==> src/rtl/wb_port_arbiter_pkg.sv <==
// Shared definitions for the writeback port arbiter:
// state encoding and default widths.
package wb_port_arbiter_pkg;

  localparam int WB_XLEN = 32;
  localparam int WB_AW   = 5;

  typedef logic state_t;

  localparam state_t ST_PRIO_A  = 1'b0;
  localparam state_t ST_FORCE_B = 1'b1;

endpackage

==> src/rtl/wb_port_arbiter_mux2x5.sv <==
// 2:1 mux for 5-bit register addresses.
// Ports: d0/d1 data in, s select (1 picks d1), y out.
module mux2x5
  import wb_port_arbiter_pkg::*;
(
  input  logic [WB_AW-1:0] d0,
  input  logic [WB_AW-1:0] d1,
  input  logic             s,
  output logic [WB_AW-1:0] y
);

  assign y = s ? d1 : d0;

endmodule

==> src/rtl/wb_port_arbiter.sv <==
// Arbitrates the single register-file write port between
// A (execute result) and B (load result). A has priority;
// B is forced after STARVE_LIMIT blocked cycles.
// Ports: clk, rst (async, active-high), hold (freeze);
//   a_valid/a_ready/a_rd/a_data, b_valid/b_ready/b_rd/b_data
//   requester handshakes; wb_we/wb_rd/wb_data registered
//   write port; starve_cnt current B wait count.
module wb_port_arbiter
  import wb_port_arbiter_pkg::*;
#(
  parameter int XLEN         = WB_XLEN,
  parameter int AW           = WB_AW,
  parameter int STARVE_LIMIT = 3
) (
  input  logic            clk,
  input  logic            rst,
  input  logic            hold,
  input  logic            a_valid,
  output logic            a_ready,
  input  logic [AW-1:0]   a_rd,
  input  logic [XLEN-1:0] a_data,
  input  logic            b_valid,
  output logic            b_ready,
  input  logic [AW-1:0]   b_rd,
  input  logic [XLEN-1:0] b_data,
  output logic            wb_we,
  output logic [AW-1:0]   wb_rd,
  output logic [XLEN-1:0] wb_data,
  output logic [3:0]      starve_cnt
);

  localparam logic [3:0] LIMIT = 4'(STARVE_LIMIT);

  logic [3:0]      cnt_q, cnt_d;
  logic            we_q, we_d;
  logic [AW-1:0]   rd_q, rd_d;
  logic [XLEN-1:0] data_q, data_d;

  state_t          state;
  logic            grant_a;
  logic            grant_b;
  logic [AW-1:0]   win_rd;
  logic [XLEN-1:0] win_data;

  // The saturated counter value is the FORCE_B state itself.
  assign state = (cnt_q == LIMIT) ? ST_FORCE_B : ST_PRIO_A;

  always_comb begin
    grant_a = 1'b0;
    grant_b = 1'b0;
    if (!rst && !hold) begin
      if (state == ST_FORCE_B) begin
        grant_b = b_valid;
        grant_a = a_valid & ~b_valid;
      end else begin
        grant_a = a_valid;
        grant_b = b_valid & ~a_valid;
      end
    end
  end

  assign a_ready = grant_a;
  assign b_ready = grant_b;

  mux2x5 u_rd_mux (
    .d0 (a_rd),
    .d1 (b_rd),
    .s  (grant_b),
    .y  (win_rd)
  );

  assign win_data = grant_b ? b_data : a_data;

  always_comb begin
    cnt_d  = cnt_q;
    we_d   = 1'b0;
    rd_d   = rd_q;
    data_d = data_q;
    if (!hold) begin
      if (!b_valid || grant_b) begin
        cnt_d = 4'd0;
      end else if (cnt_q < LIMIT) begin
        cnt_d = cnt_q + 4'd1;
      end
      if (grant_a || grant_b) begin
        // x0 writes are consumed but never reach the file.
        we_d   = (win_rd != '0);
        rd_d   = win_rd;
        data_d = win_data;
      end
    end
  end

  always_ff @(posedge clk or posedge rst) begin
    if (rst) begin
      cnt_q  <= 4'd0;
      we_q   <= 1'b0;
      rd_q   <= '0;
      data_q <= '0;
    end else begin
      cnt_q  <= cnt_d;
      we_q   <= we_d;
      rd_q   <= rd_d;
      data_q <= data_d;
    end
  end

  assign wb_we      = we_q;
  assign wb_rd      = rd_q;
  assign wb_data    = data_q;
  assign starve_cnt = cnt_q;

endmodule

==> config.mk <==
export PLATFORM = sky130hd
export DESIGN_NAME = wb_port_arbiter
export DESIGN_NICKNAME = d
export VERILOG_FILES = /design/src/rtl/wb_port_arbiter_pkg.sv /design/src/rtl/wb_port_arbiter_mux2x5.sv /design/src/rtl/wb_port_arbiter.sv
export SDC_FILE = /design/constraint.sdc
export NUM_CORES = 1
export LEC_CHECK = 0
export ABC_AREA = 1
export BUFFER_PORTS_ARGS = -buffer_cell sky130_fd_sc_hd__buf_2
export CORE_ASPECT_RATIO = 0.9
export CORE_UTILIZATION = 47
export CTS_CLUSTER_SIZE = 12
export DETAILED_ROUTE_END_ITERATION = 8
export PLACE_DENSITY = 0.9
export SLEW_MARGIN = 20
export SYNTH_ARGS = -nofsm -noshare
export SYNTH_HDL_FRONTEND = slang
export SYNTH_SLANG_ARGS = --single-unit
==> constraint.sdc <==
create_clock -name clk -period 3.7 [get_ports clk]
set_input_delay 0.74 -clock clk [delete_from_list [all_inputs] [get_ports clk]]
set_output_delay 0.74 -clock clk [all_outputs]
set_load 0.02 [all_outputs]
==> implementation parameters, run 1 <==
Parameter                              Value

Status
  Run status    finished clean

Floorplan
  Top-level I/O count    123
  Width of the die    72.1 µm
  Die footprint    4690 µm²
  Number of standard-cell rows in the floorplan    22
  Vertical die dimension    65.1 µm
  Starting utilization of the core area    0.500
  Floorplan core area    4160 µm²

Clocking
  Number of hold buffers added after CTS    0
  TritonCTS clock tree    yes
  Worst-skew pair later-pin latency    0.28 ns
  Postcts setup bufs    0
  Max Root-Sink Buffers    2
  Clock slew seen by the registers of the worst setup and hold paths    0.07 ns
  Clock sink total    42
  Max H-tree Level    2
  Clock Root Buffer    clkbuf_8
  Number of buffers created by CTS    5
  Count of instances resized after the clock tree is built    0

Route
  DRC violation total after the first TritonRoute iteration    77
  Via density per instance    4.90
  Number of vias after detailed routing    2074
  Met3 WL post-DR    329 µm
  Post-DRT Antenna Nets    0
  Highest routed layer    met4
  Met1 WL    2120 µm
  Number of iterations in the first detailed-routing pass    4
  DRC viols    0
  Met2 Routed Length    2350 µm
  Average detailed-routed wire length per instance    11.5 µm
  Total wire length    4860 µm

Setup path
  Startpoint kind of the worst setup timing path    primary input
  Critical path peak fanout    33
  Sort of element at the end of the critical path    output port
  Data required time of the worst path    2.96 ns
  Startpoint-to-endpoint class of the critical path    in2out
  Depth of the most critical reg-to-reg path    10
  Arrival time worst endpoint    1.93 ns
  Destination of the worst register-to-register timing path    wb_we
  Worst setup slack for register-to-register paths    1.87 ns
  Startpoint of the most critical register-to-register path    starve_cnt[0]

STA
  Final Slew Violations    0
  Final number of hold-violating endpoints    0
  Setup TNS after final layout    0 ns
  Count of final setup violators    0
  Post-layout min period    2.67 ns
  Setup repair after global routing missed its margin    false
  Slew at the pin with the worst max-slew slack    0.692 ns
  Part of the cycle the worst path needs    0.721
  Max-slew headroom at the worst pin    0.538
  Final critical-path setup slack    1.03 ns
  Worst clock skew    0.00359 ns
  Maximum achievable frequency    0.375 GHz

GRT
  First-pass GRT wire length    8180 µm
  Total routing resource utilization after global routing    0.222
  Via count of the first global-routing pass    1971
  Number of antenna violations at the first check in global routing    0
  Grt total ovfl    0
  Largest net degree at the start of global routing    76

Cells and area
  Fraction of final layout cells with drive strength greater than 1    0.383
  Number of antenna repair diodes    0
  Most common cell after layout, fill and taps aside    buf_2
  Footprint of the multi-input gates    756 µm²
  Final net count    443
  Sequential cell area    1050 µm²
  Highest-count cells in the layout ignoring fill and taps    buf_2, nand2_1, inv_1, dfrtp_1
  Synthesis-to-finish area growth    34.9%
  Fillers    353

Placement
  Number of port buffers    122
  Pre-CTS setup slack    1.02 ns
  Detailed Place HPWL    3490 µm
  RePlAce Congestion    0.808

Synth
  Proportion of synthesized chip area in sequential cells    0.506
  Post-synth cell types    23
  Post-Syn Nets    326
  Yosys warns    0
  Post-Syn Area    2080 µm²
  Count of state elements after synthesis    42
  Cell count after synthesis    246
  Avg Synthesized Cell Area    8.45 µm²

Pwr
  Largest vdd supply drop    0.281 mV
  Static Leakage    1.56 nW
  Ratio of total power to cell area    464 nW/µm²
  Final Total Pwr    1.30 mW

Run
  Number of maximum-capacitance violations    0

Min path
  Worst hold-check path type    in2async
## stage by stage
stage	utilization	instance area, µm²	std cells	hold WS, ns
after floorplan	-	2080	246	0.591
after detailed placement	0.648	2690	416	0.470
final	0.675	2800	423	0.468
after CTS	0.675	2800	423	0.475
after global routing	0.675	2800	423	0.498
after global placement	0.648	2690	416	0.465
## where the power goes
part | total (mW) | leakage, nW | internal (mW) | switching [mW]
clock network | 0.356 | 0.0573 | 0.216 | 0.140
logic | 0.370 | 1.02 | 0.142 | 0.228
registers | 0.576 | 0.477 | 0.535 | 0.0415
## sequential cells by signal, summed over array words and instances, names as in the netlist
register,count
wb_we,1
wb_data,32
wb_rd,5
starve_cnt,4
## metal layers
metal	vias up	GRT usage
li1	1036	-
met1	946	0.258
met2	85	0.403
met3	7	0.0498
met4	0	0.0686
met5	-	0
## cell usage after synthesis
cell | number | share of area
nand2_1 | 50 | 0.090
inv_1 | 45 | 0.081
dfrtp_1 | 42 | 0.51
a21oi_1 | 32 | 0.077
a22oi_1 | 32 | 0.12
buf_2 | 7 | 0.017
nor2_1 | 7 | 0.013
o21ai_0 | 6 | 0.014
buf_4 | 4 | 0.014
nand3_1 | 3 | 0.0072
buf_6 | 2 | 0.011
clkbuf_1 | 2 | 0.0036
inv_2 | 2 | 0.0036
nand2_2 | 2 | 0.0060
o21ai_1 | 2 | 0.0048
ha_1 | 1 | 0.0060
nand3b_1 | 1 | 0.0036
nand4_1 | 1 | 0.0030
nor2_2 | 1 | 0.0030
nor3_4 | 1 | 0.0078
o2111ai_1 | 1 | 0.0042
o211ai_1 | 1 | 0.0036
xor2_1 | 1 | 0.0042
## worst max-delay path by stage
stage          from       to
5_1_grt        hold  b_ready
3_5_place_dp   hold  b_ready
2_1_floorplan   rst  a_ready
4_1_cts        hold  b_ready
3_3_place_gp   hold  b_ready
6_report       hold  b_ready
## critical path, cell delays in order
cell,delay (ns)
buf_2,0.13
nor3_4,0.24
nand2_2,0.10
inv_2,0.44
buf_2,0.27
## final cells by class
| cell class | instances | share of cell area |
|---|---|---|
| well taps | 60 | 0.0268 |
| repair buffers | 125 | 0.226 |
| clock buffers | 6 | 0.0295 |
| clock inverters | 1 | 0.0107 |
| multi-input cells | 142 | 0.270 |
| flip-flops and latches | 42 | 0.375 |
| inverters | 47 | 0.0629 |
## cells by family (layout without fill, tap and decap cells)
group                      count (synthesis)  count (layout)  share of synthesized area
DFF                                       42              42                      0.506
and+or+nand+nor                           66              66                      0.134
xor gates and xnor gates                   1               1                    0.00422
buffers and inverters                     62             179                      0.131
adders and majority gates                  1               1                    0.00602
AOI/OAI and AO/OA                         74              74                      0.220
Power figures use the tool's default switching activity.
==> inputs of run 2 (changes only) <==
--- a/config.mk
+++ b/config.mk
@@ -8,10 +8,10 @@
 export ABC_AREA = 1
 export BUFFER_PORTS_ARGS = -buffer_cell sky130_fd_sc_hd__buf_2
 export CORE_ASPECT_RATIO = 0.9
-export CORE_UTILIZATION = 47
+export CORE_UTILIZATION = 43
 export CTS_CLUSTER_SIZE = 12
 export DETAILED_ROUTE_END_ITERATION = 8
-export PLACE_DENSITY = 0.9
+export PLACE_DENSITY = 0.83
 export SLEW_MARGIN = 20
 export SYNTH_ARGS = -nofsm -noshare
 export SYNTH_HDL_FRONTEND = slang
==> constraint.sdc (replaced) <==
create_clock -name clk -period 2.7 [get_ports clk]
set_input_delay 0.54 -clock clk [delete_from_list [all_inputs] [get_ports clk]]
set_output_delay 0.54 -clock clk [all_outputs]
set_load 0.02 [all_outputs]
==> implementation parameters, run 2 (synthesis results as in run 1) <==
Parameter                              Value

Status
  Run status    finished clean

Route
  Number of vias after detailed routing    2046 (-1.4%)
  Average detailed-routed wire length per instance    11.8 µm (+3.1%)
  Total wire length    5070 µm (+4.4%)
  Post-DRT Antenna Nets    0 (unchanged)
  Via density per instance    4.78 (-2.5%)
  DRC viols    0 (unchanged)
  DRC violation total after the first TritonRoute iteration    88 (+14%)
  Number of iterations in the first detailed-routing pass    4 (unchanged)

Setup path
  Startpoint-to-endpoint class of the critical path    reg2out
  Data required time of the worst path    2.16 ns (-0.80 ns)
  Startpoint of the most critical register-to-register path    starve_cnt[0]
  Arrival time worst endpoint    1.38 ns (-0.55 ns)
  End point of the critical path    b_ready
  Startpoint kind of the worst setup timing path    flop
  Destination of the worst register-to-register timing path    wb_we
  Worst Setup SP    starve_cnt[0]
  Critical path peak fanout    4 (-88%)
  Depth of the most critical reg-to-reg path    10 (unchanged)
  Worst setup slack for register-to-register paths    1.01 ns (-0.86 ns)
  Sort of element at the end of the critical path    output port

Cells and area
  Final Non-Filler Cells    428 (+1.2%)
  Final standard cell utilization of the core    0.623 (-0.0519)
  Most common cell after layout, fill and taps aside    buf_2
  Synthesis-to-finish area growth    36.2%
  Highest-count cells in the layout ignoring fill and taps    buf_2, nand2_1, inv_1, dfrtp_1
  Final instance area    2830 µm² (+0.98%)
  Fraction of final layout cells with drive strength greater than 1    0.385 (+0.00233)
  Number of antenna repair diodes    0 (unchanged)
  Flip-flop count of the largest register after layout    32 (unchanged)
  Final net count    445 (+0.45%)
  Fillers    404 (+14%)

Floorplan
  Starting utilization of the core area    0.457 (-0.0429)
  Floorplan core area    4550 µm² (+9.4%)
  Top-level I/O count    123 (unchanged)
  Number of standard-cell rows in the floorplan    23 (+4.5%)
  Width of the die    75.3 µm (+4.4%)
  Die footprint    5120 µm² (+9.0%)
  Vertical die dimension    68.0 µm (+4.4%)

GRT
  Grt total ovfl    0 (unchanged)
  Largest net degree at the start of global routing    76 (unchanged)
  Number of antenna violations at the first check in global routing    0 (unchanged)
  Global routing met1 resource utilization    0.242 (-0.0159)
  First-pass GRT wire length    7760 µm (-5.1%)
  Total routing resource utilization after global routing    0.201 (-0.0210)
  Met3 global-route usage    0.0501 (+0.000307)
  Fraction of met2 tracks used by global routing    0.357 (-0.0459)
  Via count of the first global-routing pass    1817 (-7.8%)
  Most Crowded Layer GR    met2

STA
  Fin Hold WS    0.265 ns (-0.203 ns)
  Setup repair after global routing missed its margin    false
  Post-layout min period    1.92 ns
  Part of the cycle the worst path needs    0.711
  Maximum achievable frequency    0.521 GHz
  Final critical-path setup slack    0.780 ns (-0.252 ns)
  Slew at the pin with the worst max-slew slack    0.398 ns (-0.295 ns)
  Setup TNS after final layout    0 ns (unchanged)
  Max-slew headroom at the worst pin    0.734 (+0.196)
  Count of final setup violators    0 (unchanged)
  Final number of hold-violating endpoints    0 (unchanged)
  Final Slew Violations    0 (unchanged)
  Worst clock skew    0.00380 ns (+0.000208 ns)

Clocking
  Max Root-Sink Buffers    2 (unchanged)
  Count of instances resized after the clock tree is built    0 (unchanged)
  Number of buffers created by CTS    5 (unchanged)
  Clock slew seen by the registers of the worst setup and hold paths    0.08 ns (about the same)
  Number of hold buffers added after CTS    0 (unchanged)
  TritonCTS clock tree    yes
  Clock sink total    42 (unchanged)
  Max H-tree Level    2 (unchanged)
  Postcts setup bufs    0 (unchanged)
  Worst-skew pair later-pin latency    0.28 ns (about the same)
  Clock Root Buffer    clkbuf_8

Placement
  RePlAce Congestion    0.753 (-6.8%)
  Pre-CTS setup slack    0.736 ns (-0.287 ns)
  Inst Count DP    420 (+0.96%)
  Post-place instance area    2720 µm² (+1.1%)
  Number of port buffers    122 (unchanged)
  Detailed Place HPWL    3640 µm (+4.3%)

Min path
  Worst hold-check path type    in2async

Pwr
  Static Leakage    1.57 nW (+0.61%)
  Ratio of total power to cell area    629 nW/µm² (+35%)
  Final Total Pwr    1.78 mW (+37%)
  Largest vdd supply drop    0.356 mV (+27%)

Run
  Number of maximum-capacitance violations    0 (unchanged)
[run 2: cell count changes in the layout (fill, tap and decap cells not counted), sizes merged]
cell      change
buf           +2
clkinvlp      +1
[run 2: routing by layer]
metal,part of all wire,vias up,routed length (µm)
li1,-,1034,-
met2,0.48,96,2420
met3,0.084,6,426
met4,0.0079,0,40
met5,0,-,0
met1,0.43,910,2180
[run 2: cell type report]
type	instances	area [µm²]	share of cell area
inverters	47	176	0.0623
multi-input cells	142	756	0.267
repair buffers	127	661	0.233
clock buffers	6	72.6	0.0256
flip-flops and latches	42	1050	0.371
well taps	62	77.6	0.0274
clock inverters	2	37.5	0.0133
[run 2: worst min-delay path by stage]
| stage | end | cells past startpoint | slack [ns] |
|---|---|---|---|
| 2_1_floorplan | wb_rd[0] | 2 | 0.59 |
| 3_3_place_gp | wb_rd[1] | 2 | 0.47 |
| 3_5_place_dp | wb_rd[1] | 2 | 0.47 |
| 4_1_cts | starve_cnt[2] | 2 | 0.27 |
| 5_1_grt | wb_data[27] | 2 | 0.30 |
| 6_report | wb_data[10] | 2 | 0.26 |
[run 2: critical path: stages (launching register included)]
cell and delay, ns:
dfrtp_1 0.41, ha_1 0.22, nand2_1 0.10, nand2_2 0.08, nand2_2 0.10, inv_2 0.04, buf_2 0.15
[run 2: where the power goes]
group	leakage (nW)	switching, mW	internal, mW
logic	1.04	0.315	0.198
registers	0.477	0.0582	0.732
clock network	0.0514	0.201	0.276
total	1.57	0.574	1.21
==> inputs of run 3 (changes only) <==
--- a/config.mk
+++ b/config.mk
@@ -5,7 +5,7 @@
 export SDC_FILE = /design/constraint.sdc
 export NUM_CORES = 1
 export LEC_CHECK = 0
-export ABC_AREA = 1
+export ABC_AREA = 0
 export BUFFER_PORTS_ARGS = -buffer_cell sky130_fd_sc_hd__buf_2
 export CORE_ASPECT_RATIO = 0.9
 export CORE_UTILIZATION = 43
==> constraint.sdc (replaced) <==
create_clock -name clk -period 1.9 [get_ports clk]
set_input_delay 0.38 -clock clk [delete_from_list [all_inputs] [get_ports clk]]
set_output_delay 0.38 -clock clk [all_outputs]
set_load 0.02 [all_outputs]
==> implementation parameters, run 3 <==
Parameter                              Value

Status
  Run status    finished, violations left
  Violated checks    negative setup slack

Setup path
  Startpoint kind of the worst setup timing path    flop
  Depth of the most critical reg-to-reg path    8 (-2)
  Critical path peak fanout    2 (-2)
  Data required time of the worst path    1.52 ns (-0.64 ns)
  Worst setup slack for register-to-register paths    -0.22 ns (-1.23 ns)
  Arrival time worst endpoint    1.84 ns (+0.46 ns)
  Startpoint-to-endpoint class of the critical path    reg2out
  Sort of element at the end of the critical path    output port

Synth
  Post-synth top area share    0.504 (-0.00152)
  Cell count after synthesis    225 (-8.5%)
  Count of state elements after synthesis    42 (unchanged)
  Most frequent cell after synthesis    inv_1
  Share of synthesized cell area in full adder, half adder and majority cells    0.00600 (-0.0000181)
  Xor/xnor share of the synthesized area    0.00420 (-0.0000126)
  Post-synth cell types    23 (unchanged)
  Combinational family with the most area after synthesis    buffers and inverters
  Avg Synthesized Cell Area    9.26 µm² (+9.7%)
  Post-Syn Nets    305 (-6.4%)
  Area leader, netlist    dfrtp_1
  Most used DFF post-synth    dfrtp_1
  Post-Synth Simple-Gate Area    0.0390 (-0.0946)
  Proportion of synthesized chip area in sequential cells    0.504 (-0.00152)
  Commonest cells in the synthesized netlist    inv_1, dfrtp_1, a222oi_1
  Number of enable-type register cells in the synthesized netlist    0 (unchanged)
  Proportion of register bits with asynchronous set or reset after synthesis    1.00 (unchanged)
  Portion of netlist area occupied by mux cells    0 (unchanged)
  Post-Syn Area    2080 µm² (+0.30%)
  Yosys warns    0 (unchanged)
  Top cells by area, synth    dfrtp_1, inv_1, a222oi_1, buf_6, a2111oi_4
  Fraction of the mapped netlist area in compound gates    0.209 (-0.0109)

STA
  Final critical-path setup slack    -0.321 ns (-1.10 ns)
  Post-layout min period    2.22 ns
  Final Slew Violations    0 (unchanged)
  Setup repair after global routing missed its margin    true
  Slew at the pin with the worst max-slew slack    0.515 ns (+0.117 ns)
  Part of the cycle the worst path needs    1.17
  Maximum achievable frequency    0.450 GHz
  Fin Hold WS    0.0966 ns (-0.168 ns)
  Final number of hold-violating endpoints    0 (unchanged)
  Worst clock skew    0.0102 ns (+0.00639 ns)
  Max-slew headroom at the worst pin    0.654 (-0.0807)
  Count of final setup violators    40 (+40)

Cells and area
  Fraction of final layout cells with drive strength greater than 1    0.445 (+0.0595)
  Highest-count cells in the layout ignoring fill and taps    buf_2, inv_1, dfrtp_1, a222oi_1, buf_4
  Final net count    450 (+1.1%)
  Fillers    349 (-14%)
  Flip-flop count of the largest register after layout    32 (unchanged)
  Most common cell after layout, fill and taps aside    buf_2
  Synthesis-to-finish area growth    54.7%
  Number of antenna repair diodes    0 (unchanged)

Floorplan
  Top-level I/O count    123 (unchanged)
  Vertical die dimension    68.1 µm (+0.14%)
  Number of standard-cell rows in the floorplan    23 (unchanged)
  Starting utilization of the core area    0.458 (+0.00138)
  Die footprint    5130 µm² (+0.29%)
  Floorplan core area    4550 µm² (unchanged)
  Width of the die    75.4 µm (+0.15%)

Clocking
  Worst-skew pair later-pin latency    0.30 ns (+0.02 ns)
  Clock slew seen by the registers of the worst setup and hold paths    0.08 ns (about the same)
  Max H-tree Level    2 (unchanged)
  Clock sink total    42 (unchanged)
  Number of buffers created by CTS    5 (unchanged)
  TritonCTS clock tree    yes
  Clock Root Buffer    clkbuf_8
  Max Root-Sink Buffers    2 (unchanged)

Placement
  Detailed Place HPWL    3970 µm (+9.0%)
  RePlAce Congestion    0.800 (+6.2%)
  Pre-CTS setup slack    -0.0834 ns (-0.819 ns)
  Number of port buffers    122 (unchanged)

Route
  DRC viols    0 (unchanged)
  Average detailed-routed wire length per instance    13.7 µm (+16%)
  Number of vias after detailed routing    2135 (+4.3%)
  Total wire length    5940 µm (+17%)
  DRC violation total after the first TritonRoute iteration    269 (+210%)
  Post-DRT Antenna Nets    0 (unchanged)
  Via density per instance    4.93 (+3.1%)
  Number of iterations in the first detailed-routing pass    7 (+3)

Pwr
  Largest vdd supply drop    0.574 mV (+61%)
  Ratio of total power to cell area    894 nW/µm² (+42%)
  Static Leakage    2.00 nW (+28%)

GRT
  Grt total ovfl    0 (unchanged)
  First-pass GRT wire length    8270 µm (+6.6%)
  Number of antenna violations at the first check in global routing    0 (unchanged)
  Largest net degree at the start of global routing    27 (-64%)
  Via count of the first global-routing pass    1863 (+2.5%)
  Total routing resource utilization after global routing    0.217 (+0.0163)

Run
  Number of maximum-capacitance violations    0 (unchanged)

Min path
  Worst hold-check path type    in2async
[run 3: changes by cell type after synthesis, moves of 5 or more]
cell	before	now
a22oi_1	32	0
inv_1	45	113
a21oi_1	32	0
nor2_1	7	2
nand2_1	50	1
a222oi_1	0	37
o21ai_0	6	0
[run 3: final timing paths]
kind                               startpoint       endpoint
worst min register to register    wb_data[27]    wb_data[27]
max in group asynchronous                 rst       wb_rd[2]
worst min-delay path                      rst  starve_cnt[1]
worst max-delay path            starve_cnt[0]        b_ready
min in group clk                   a_data[17]    wb_data[17]
worst max register to register  starve_cnt[0]    wb_data[30]
[run 3: where the power goes]
group          internal, mW  switching [mW]  leakage (nW)
Clock                 0.387           0.306        0.0579
Sequential             1.07           0.101         0.465
Combinational         0.448           0.566          1.48
[run 3: metal layers]
| layer | vias up | part of all wire | global-route usage |
|---|---|---|---|
| li1 | 1021 | - | - |
| met1 | 980 | 0.40 | 0.269 |
| met2 | 126 | 0.50 | 0.378 |
| met3 | 8 | 0.091 | 0.0545 |
| met4 | 0 | 0.012 | 0.0556 |
| met5 | - | 0 | 0 |
[run 3: kinds of logic after synthesis]
| group | Yosys count |
|---|---|
| adders and majority gates | 1 |
| xor gates and xnor gates | 1 |
| and+or+nand+nor | 14 |
| DFF | 42 |
| AOI/OAI and AO/OA | 43 |
| buffers and inverters | 124 |
[run 3: area by class of cell]
| type | count | area [µm²] | share of cell area |
|---|---|---|---|
| multi-input cells | 59 | 562 | 0.174 |
| inverters | 113 | 424 | 0.131 |
| clock inverters | 3 | 40.0 | 0.0124 |
| flip-flops and latches | 42 | 1050 | 0.327 |
| clock buffers | 5 | 68.8 | 0.0213 |
| repair buffers | 149 | 1000 | 0.310 |
| well taps | 62 | 77.6 | 0.0240 |
[run 3: what timing repair did]
item / in CTS / in global routing
resized for setup: 14 / 8
hold buffers: 0 / 0
pin swaps: 4 / 8
setup endpoints to repair: 36 / 40
cloned: 1 / 4
buffers inserted: 5 / 7
[run 3: metrics by stage]
| stage | cells | total power [mW] | util | area, µm² | setup TNS (ns) |
|---|---|---|---|---|---|
| after floorplan | 225 | 1.72 | - | 2090 | 0 |
| after global placement | 410 | 2.07 | 0.621 | 2820 | -0.0579 |
| after detailed placement | 410 | 2.10 | 0.621 | 2820 | -1.33 |
| after CTS | 424 | 2.85 | 0.672 | 3060 | -4.87 |
| after global routing | 433 | 3.05 | 0.709 | 3230 | -7.70 |
| final | 433 | 2.88 | 0.709 | 3230 | -5.12 |
[run 3: critical path, cell delays in order, from the launching register on]
cell and delay, ns:
dfrtp_2 0.39, ha_4 0.13, or3b_4 0.39, a2111oi_4 0.33, buf_4 0.19, buf_6 0.11
